==> config.mk <==
export PLATFORM = sky130hd
export DESIGN_NAME = uart_receiver_flat
export DESIGN_NICKNAME = d
export VERILOG_FILES = /design/src/rtl/uart_rx_if.sv /design/src/rtl/uart_receiver.sv /design/src/flat_wrapper.sv
export SDC_FILE = /design/constraint.sdc
export NUM_CORES = 1
export LEC_CHECK = 0
export ABC_AREA = 1
export CORE_UTILIZATION = 60
export DETAILED_ROUTE_END_ITERATION = 8
export GPL_TIMING_DRIVEN = 0
export PLACE_DENSITY = 0.88
export SLEW_MARGIN = 5
export SYNTH_ARGS = -nofsm -noshare
export SYNTH_HDL_FRONTEND = slang
export SYNTH_SLANG_ARGS = --single-unit
==> constraint.sdc <==
create_clock -name clk -period 2.7 [get_ports clk]
set_input_delay 0.27 -clock clk [delete_from_list [all_inputs] [get_ports clk]]
set_output_delay 0.27 -clock clk [all_outputs]
set_load 0.05 [all_outputs]
==> src/rtl/uart_rx_if.sv <==
// Serial RX pin plus received-byte outputs of the 8N1 receiver.
// master drives the line and consumes results; slave is the receiver itself.
interface uart_rx_if;
  logic       rx;
  logic [7:0] data_out;
  logic       done;
  logic       busy;
  logic       frame_error;

  modport master (
    output rx,
    input  data_out,
    input  done,
    input  busy,
    input  frame_error
  );

  modport slave (
    input  rx,
    output data_out,
    output done,
    output busy,
    output frame_error
  );
endinterface

==> src/rtl/uart_receiver.sv <==
// 8N1 UART receiver: 2-FF synchronised rx, mid-bit sampling, one-cycle done/frame_error strobes.
// done lands at mid stop bit (~2 + (CLKS_PER_BIT-1)/2 + 9*CLKS_PER_BIT cycles after the start edge); no backpressure.
module uart_receiver #(
  parameter int CLKS_PER_BIT = 87
) (
  input  logic     clk,
  input  logic     rst_n,
  uart_rx_if.slave bus
);

  localparam int            CW       = (CLKS_PER_BIT > 1) ? $clog2(CLKS_PER_BIT) : 1;
  localparam logic [CW-1:0] CNT_MID  = CW'((CLKS_PER_BIT - 1) / 2);
  localparam logic [CW-1:0] CNT_LAST = CW'(CLKS_PER_BIT - 1);

  typedef enum logic [2:0] {
    IDLE      = 3'd0,
    START_BIT = 3'd1,
    DATA_BITS = 3'd2,
    STOP_BIT  = 3'd3,
    CLEAN_UP  = 3'd4
  } state_t;

  state_t        state, state_nxt;
  logic          rx_meta, rx_s;
  logic [CW-1:0] cnt, cnt_nxt;
  logic [2:0]    bit_idx, bit_idx_nxt;
  logic [7:0]    shift_reg, shift_nxt;
  logic [7:0]    data_q, data_nxt;
  logic          done_q, done_nxt;
  logic          ferr_q, ferr_nxt;
  logic          busy_q;

  assign bus.data_out    = data_q;
  assign bus.done        = done_q;
  assign bus.busy        = busy_q;
  assign bus.frame_error = ferr_q;

  always_ff @(posedge clk) begin
    if (!rst_n) begin
      rx_meta   <= 1'b1;
      rx_s      <= 1'b1;
      state     <= IDLE;
      cnt       <= '0;
      bit_idx   <= '0;
      shift_reg <= '0;
      data_q    <= '0;
      done_q    <= 1'b0;
      ferr_q    <= 1'b0;
      busy_q    <= 1'b0;
    end else begin
      rx_meta   <= bus.rx;
      rx_s      <= rx_meta;
      state     <= state_nxt;
      cnt       <= cnt_nxt;
      bit_idx   <= bit_idx_nxt;
      shift_reg <= shift_nxt;
      data_q    <= data_nxt;
      done_q    <= done_nxt;
      ferr_q    <= ferr_nxt;
      busy_q    <= (state_nxt != IDLE);
    end
  end

  always_comb begin
    state_nxt   = state;
    cnt_nxt     = cnt;
    bit_idx_nxt = bit_idx;
    shift_nxt   = shift_reg;
    data_nxt    = data_q;
    done_nxt    = 1'b0;
    ferr_nxt    = 1'b0;

    case (state)
      IDLE: begin
        cnt_nxt     = '0;
        bit_idx_nxt = '0;
        if (!rx_s) state_nxt = START_BIT;
      end

      START_BIT: begin
        if (cnt == CNT_MID) begin
          cnt_nxt     = '0;
          bit_idx_nxt = '0;
          // A start bit that is high again at mid-bit was a glitch.
          state_nxt   = rx_s ? IDLE : DATA_BITS;
        end else begin
          cnt_nxt = cnt + CW'(1);
        end
      end

      DATA_BITS: begin
        if (cnt == CNT_LAST) begin
          cnt_nxt            = '0;
          shift_nxt[bit_idx] = rx_s;
          if (bit_idx == 3'd7) state_nxt = STOP_BIT;
          else                 bit_idx_nxt = bit_idx + 3'd1;
        end else begin
          cnt_nxt = cnt + CW'(1);
        end
      end

      STOP_BIT: begin
        if (cnt == CNT_LAST) begin
          cnt_nxt   = '0;
          state_nxt = CLEAN_UP;
          if (rx_s) begin
            data_nxt = shift_reg;
            done_nxt = 1'b1;
          end else begin
            ferr_nxt = 1'b1;
          end
        end else begin
          cnt_nxt = cnt + CW'(1);
        end
      end

      CLEAN_UP: begin
        cnt_nxt = '0;
        // A held-low line (break) must return high before a new start edge counts.
        if (rx_s) state_nxt = IDLE;
      end

      default: state_nxt = IDLE;
    endcase
  end

endmodule

==> src/flat_wrapper.sv <==
// flat-port wrapper written by rule: the top's interface ports become plain ports
module uart_receiver_flat 
#(
  parameter int CLKS_PER_BIT = 87
)
  (clk, rst_n, bus_rx, bus_data_out, bus_done, bus_busy, bus_frame_error);
  uart_rx_if bus_i ();
  input  logic clk;
  input  logic rst_n;
  input wire logic [$bits(bus_i.rx)-1:0] bus_rx;
  output wire logic [$bits(bus_i.data_out)-1:0] bus_data_out;
  output wire logic [$bits(bus_i.done)-1:0] bus_done;
  output wire logic [$bits(bus_i.busy)-1:0] bus_busy;
  output wire logic [$bits(bus_i.frame_error)-1:0] bus_frame_error;
  assign bus_i.rx = bus_rx;
  assign bus_data_out = bus_i.data_out;
  assign bus_done = bus_i.done;
  assign bus_busy = bus_i.busy;
  assign bus_frame_error = bus_i.frame_error;
  uart_receiver #(.CLKS_PER_BIT(CLKS_PER_BIT)) u_core (.clk(clk), .rst_n(rst_n), .bus(bus_i));
endmodule
* Word level (Yosys, flattened, before mapping) *
Cells that the tools add are included.

word-level totals
  register bits = 34
  bits in latches = 0
  bits in writable memories = 0
  memory bits (read-only) = 0
  bits of input ports = 3
  word-level logic and storage cells = 55
  memories = 0

operators by class
  add/sub/neg operators = 2
  $mul = 0
  div/mod/pow operators = 0
  $lt $le $gt $ge = 2
  equality and inequality tests = 10
  shift operators = 0
  muxes and demuxes = 20
  bitwise logic cells = 0
  reduce and logical (&&, ||, !) cells = 11

operator list
  cell                                                               number
  two-way mux 3 bit                                                  9
  one-hot mux 7 bit (3 select lines)                                 1
  one-hot mux 3 bit (5 select lines)                                 1
  two-way mux 7 bit                                                  2
  one-hot mux 3 bit (3 select lines)                                 1
  nonzero test 3 bit                                                 3
  bitwise mux 8 bit                                                  1
  adder 7 x 1 -> 7 bit, second input constant                        1
  equality test 7 x 6 -> 1 bit, second input constant                1
  equality test 7 bit, second input constant                         1
  equality test 3 x 2 -> 1 bit, second input constant                2
  equality test 3 bit, second input constant                         2
  AND reduction 3 bit                                                2
  < comparator 3 x 4 -> 1 bit, second input constant                 1
  inequality test 2 x 1 -> 1 bit, second input constant              2
  AND reduction 4 bit                                                1
  OR reduction 2 bit                                                 2
  adder 3 x 1 -> 3 bit, second input constant                        1
  demux 1 bit (select 3 bit)                                         1
  equality test 3 x 1 -> 1 bit, second input constant                1
  greater-or-equal comparator 3 x 1 -> 1 bit, second input constant  1
  logical NOT 3 bit                                                  1
  two-way mux 1 bit                                                  3
  two-way mux 2 bit                                                  1
  other kinds (3)                                                    3

* Longest topological paths before layout *
  word-level depth = 5
  depth in mapped cells = 10

* Least setup slack after synthesis *
Ideal clock, no wire load.

  kind = reg2reg
  start point = register u_core.bit_idx[1]
  end point = register u_core.bit_idx[0]
  setup time = 0.113 ns
  arrival time = 1.182 ns
  path slack = 1.405 ns
  stages on the path, launching flop included = 9
  clock period less this slack = 1.295 ns
  cell sequence = dfxtp_1 -> ha_1 -> ha_1 -> nor2_1 -> nor2_1 -> nor2_1 -> nand3_2 -> nor2_1 -> nor2_1

on the way
  word-level cells in the longest chain between the ends = 3

ends and longest elaborated chain
  what                             line                 text
  start, declared                  uart_receiver.sv:26  logic [2:0] bit_idx, bit_idx_nxt;
  start signal, assigned           uart_receiver.sv:55  bit_idx <= bit_idx_nxt;
  equality test 3 bit              uart_receiver.sv:95  if (bit_idx == 3'd7) state_nxt = STOP_BIT;
  inequality test 2 bit (no line)  --
  AND reduction 4 bit (no line)    --

No other way between the ends.
A chain may end at the register's enable or synchronous reset.

* Final worst setup path *
  start point = register u_core.data_q[5], in the netlist u_core.bus.data_out[5]
  end point = output bus_data_out[5]

RTL lines
  what                    line                 text
  start, declared         uart_receiver.sv:28  logic [7:0] data_q, data_nxt;
  start signal, assigned  uart_receiver.sv:57  data_q <= data_nxt;
  end, declared           flat_wrapper.sv:11   output wire logic [$bits(bus_i.data_out)-1:0] bus_data_out;

No word-level cell between the ends.

==> metrics.md <==
| Metric | Value |
|---|---|
| Fin crit share | 0.6621 |
| Final setup fails | 0 |
| Via count | 1494 |
| Initial DRC count | 33 |
| RSZ-0062 raised after global routing | false |
| Hold Path Class | reg2reg |
| Layout cells sized above 1 | 0.1316 |
| Total track usage | 0.2243 |
| Netlist Area Pre-Place | 1714 sq um |
| Num ports | 14 |
| Clk pin slew, worst setup/hold paths | 120 ps |
| DRC viols | 0 |
| Max-Cap Viols | 0 |
| Syn Nets | 252 |
| Critical-path maximum fanout | 2 |
| Yosys warning total | 0 |
| Sw frac | 0.2272 |
| Setup Buffers After CTS | 0 |
| Clock power frac | 0.402 |
| Slew @ Worst Pin | 501.0 ps |
| Final Skew | 13.74 ps |
| Reg power frac | 0.551 |
| Gr ovfl total | 0 |
| Seq/Total Area, Yosys | 0.3971 |
| Relative slew slack | 0.6649 |
| Largest net degree at the start of global routing | 13 |
| Final hold vios | 0 |
| CTS tree | yes |
| P_sw | 210.7 uW |
| Clock latency at the later pin of the worst-skew pair | 340 ps |
| Setup crit start kind | flip-flop |
| Pwr dens | 471.8 nW/um^2 |
| Vias per Instance | 5.030 |
| TritonCTS Buffers | 5 |
| Final #Nets | 272 |
| Die width | 55.45 um |
| Fin crit period | 1788 ps |
| CTS Hold Bufs | 0 |
| WP data required | 2430 ps |
| Yosys reg bits | 34 |
| Hpwl dp | 2356 um |
| Rows | 19 |
| CTS Sinks | 34 |
| Placed cells | 289 |
| Max VDD drop | 0.0004560 V |
| Clock root cell | clkbuf_4 |
| Combinational Power Share | 0.048 |
| Crit path kind | reg2out |
| ANT nets after route | 0 |
| Leakage power | 0.8067 nW |
| CP top delay family | buffers and inverters |
| Max stage delay on crit path | 800 ps |
| P_int | 716.7 uW |
| Area delta synth->final | 14.67% |
| Top-area cell type share of the netlist area | 0.3971 |
| WL/cell | 10.78 um |
| Iteration count of the initial detailed-routing pass | 5 |
| CTS H-tree lvls | 2 |
| Final wirelength | 3202 um |
| Core footprint | 2734 sq um |
| Antenna diodes | 0 |
| Final Max Tran Viols | 0 |
| Initial Utilization | 0.6270 |
| Gpl congestion | 0.8649 |
| Status | finished clean |
| Port Buffer Count | 13 |
| Cells after Synth | 245 |
| Highest clock rate | 559.4 MHz |
| CP Buf/Inv Count | 1 |
| Area leader, netlist | dfxtp_1 |
| Longest Clk Path Bufs | 2 |
| Slowest-stage cell, CP | clkdlybuf4s50_1 |
| Die height | 55.45 um |
| Worst path cell trace | clkdlybuf4s50_1 |
| CP Capture Type | primary output |
| Initial antenna violation count | 0 |
| Post-CTS Resized | 0 |
| Distinct cells, synth | 25 |
| Post-Layout Cell Count | 297 |
| Synth top area cells | dfxtp_1, nand2_1, nor2_1 |
| Final core utilization | 0.7190 |
| Synthesized area per cell | 6.997 sq um |
| Number of global-route vias before repair | 1283 |
| Sum Neg Setup Slack | 0 ps |
| Die ar. | 3075 sq um |
| Arrival @ worst endpoint | 1520 ps |
| First-pass GRT wire length | 5492 um |
[cells by family after synthesis]
logic type,Yosys count,synth area share
compound gates,18,0.05547
xor+xnor,3,0.01533
fa+ha+maj,4,0.02920
buf+inv,38,0.09707
flops,34,0.3971
simple gates,148,0.4058
[metrics by stage]
stage	setup slack, ps	power (mW)	hold WS [ps]	area, sq um
6_report	912.5	0.9273	437.5	1966
5_1_grt	880.9	0.9616	480.6	1966
4_1_cts	923.3	0.9325	436.7	1966
3_5_place_dp	1151	0.5664	403.7	1883
3_3_place_gp	1172	0.5659	397.3	1883
2_1_floorplan	1405	0.5539	376.6	1714
[power by group through the flow]
| stage | sequential [mW] | clock [mW] | combinational [mW] |
|---|---|---|---|
| after global routing | 0.512 | 0.400 | 0.0498 |
| after floorplan | 0.524 | 0 | 0.0297 |
| after global placement | 0.522 | 0 | 0.0439 |
| after CTS | 0.511 | 0.377 | 0.0443 |
| after detailed placement | 0.522 | 0 | 0.0442 |
| final | 0.511 | 0.372 | 0.0441 |
[area by class of cell]
cell class              instances  area (sq um)
plain buffers                   6         46.29
clock buffers                   5         37.54
clock inverters                 3         45.04
fillers                       227         768.2
inverters                      32         120.1
multi-input cells             173         867.1
flip-flops and latches         34         680.7
well taps                      31         38.79
repair buffers                 13         130.1
[Yosys cell counts]
cell type and number:
or2_2 2, nor2_1 39, ha_1 4, o21bai_1 1, nor3_1 2, nand3_4 2
a21boi_0 1, nand4_1 8, o21ai_0 3, xor2_1 3, nand3_2 3, inv_1 27
nand3b_1 1, nor2_2 4, buf_2 1, a21oi_1 13, nor2_4 4, nand3_1 14
buf_6 2, inv_2 5, buf_4 2, clkbuf_1 1, dfxtp_1 34, nand2_1 67
nand2_2 2
[final timing paths]
path / cells past startpoint / slack [ps] / endpoint / startpoint
setup reg to reg: 10 / 1200 / u_core.cnt[0] / u_core.cnt[1]
hold / removal: 1 / 440 / u_core.rx_s / u_core.rx_meta
setup / recovery: 1 / 910 / bus_data_out[5] / u_core.bus.data_out[5]
hold reg to reg: 1 / 440 / u_core.rx_s / u_core.rx_meta
[cell usage in the layout (no fill, tap or decap), types with 3 or more instances in the layout]
master / n
nor2_4: 4
ha_1: 4
nand2_1: 67
clkbuf_4: 5
dfxtp_1: 34
nand3_1: 14
nand4_1: 8
a21oi_1: 13
clkdlybuf4s50_1: 13
o21ai_0: 3
nand3_2: 3
inv_1: 27
xor2_1: 3
nor2_1: 39
nor2_2: 4
inv_2: 5
[per-layer routing]
layer	vias up	track usage	routed length, um
met5	-	0	0
met4	0	0.07857	45
met3	4	0.04918	83
met2	22	0.3391	1442
met1	659	0.3159	1631
li1	809	-	-
(Power assumes the default switching activity.)
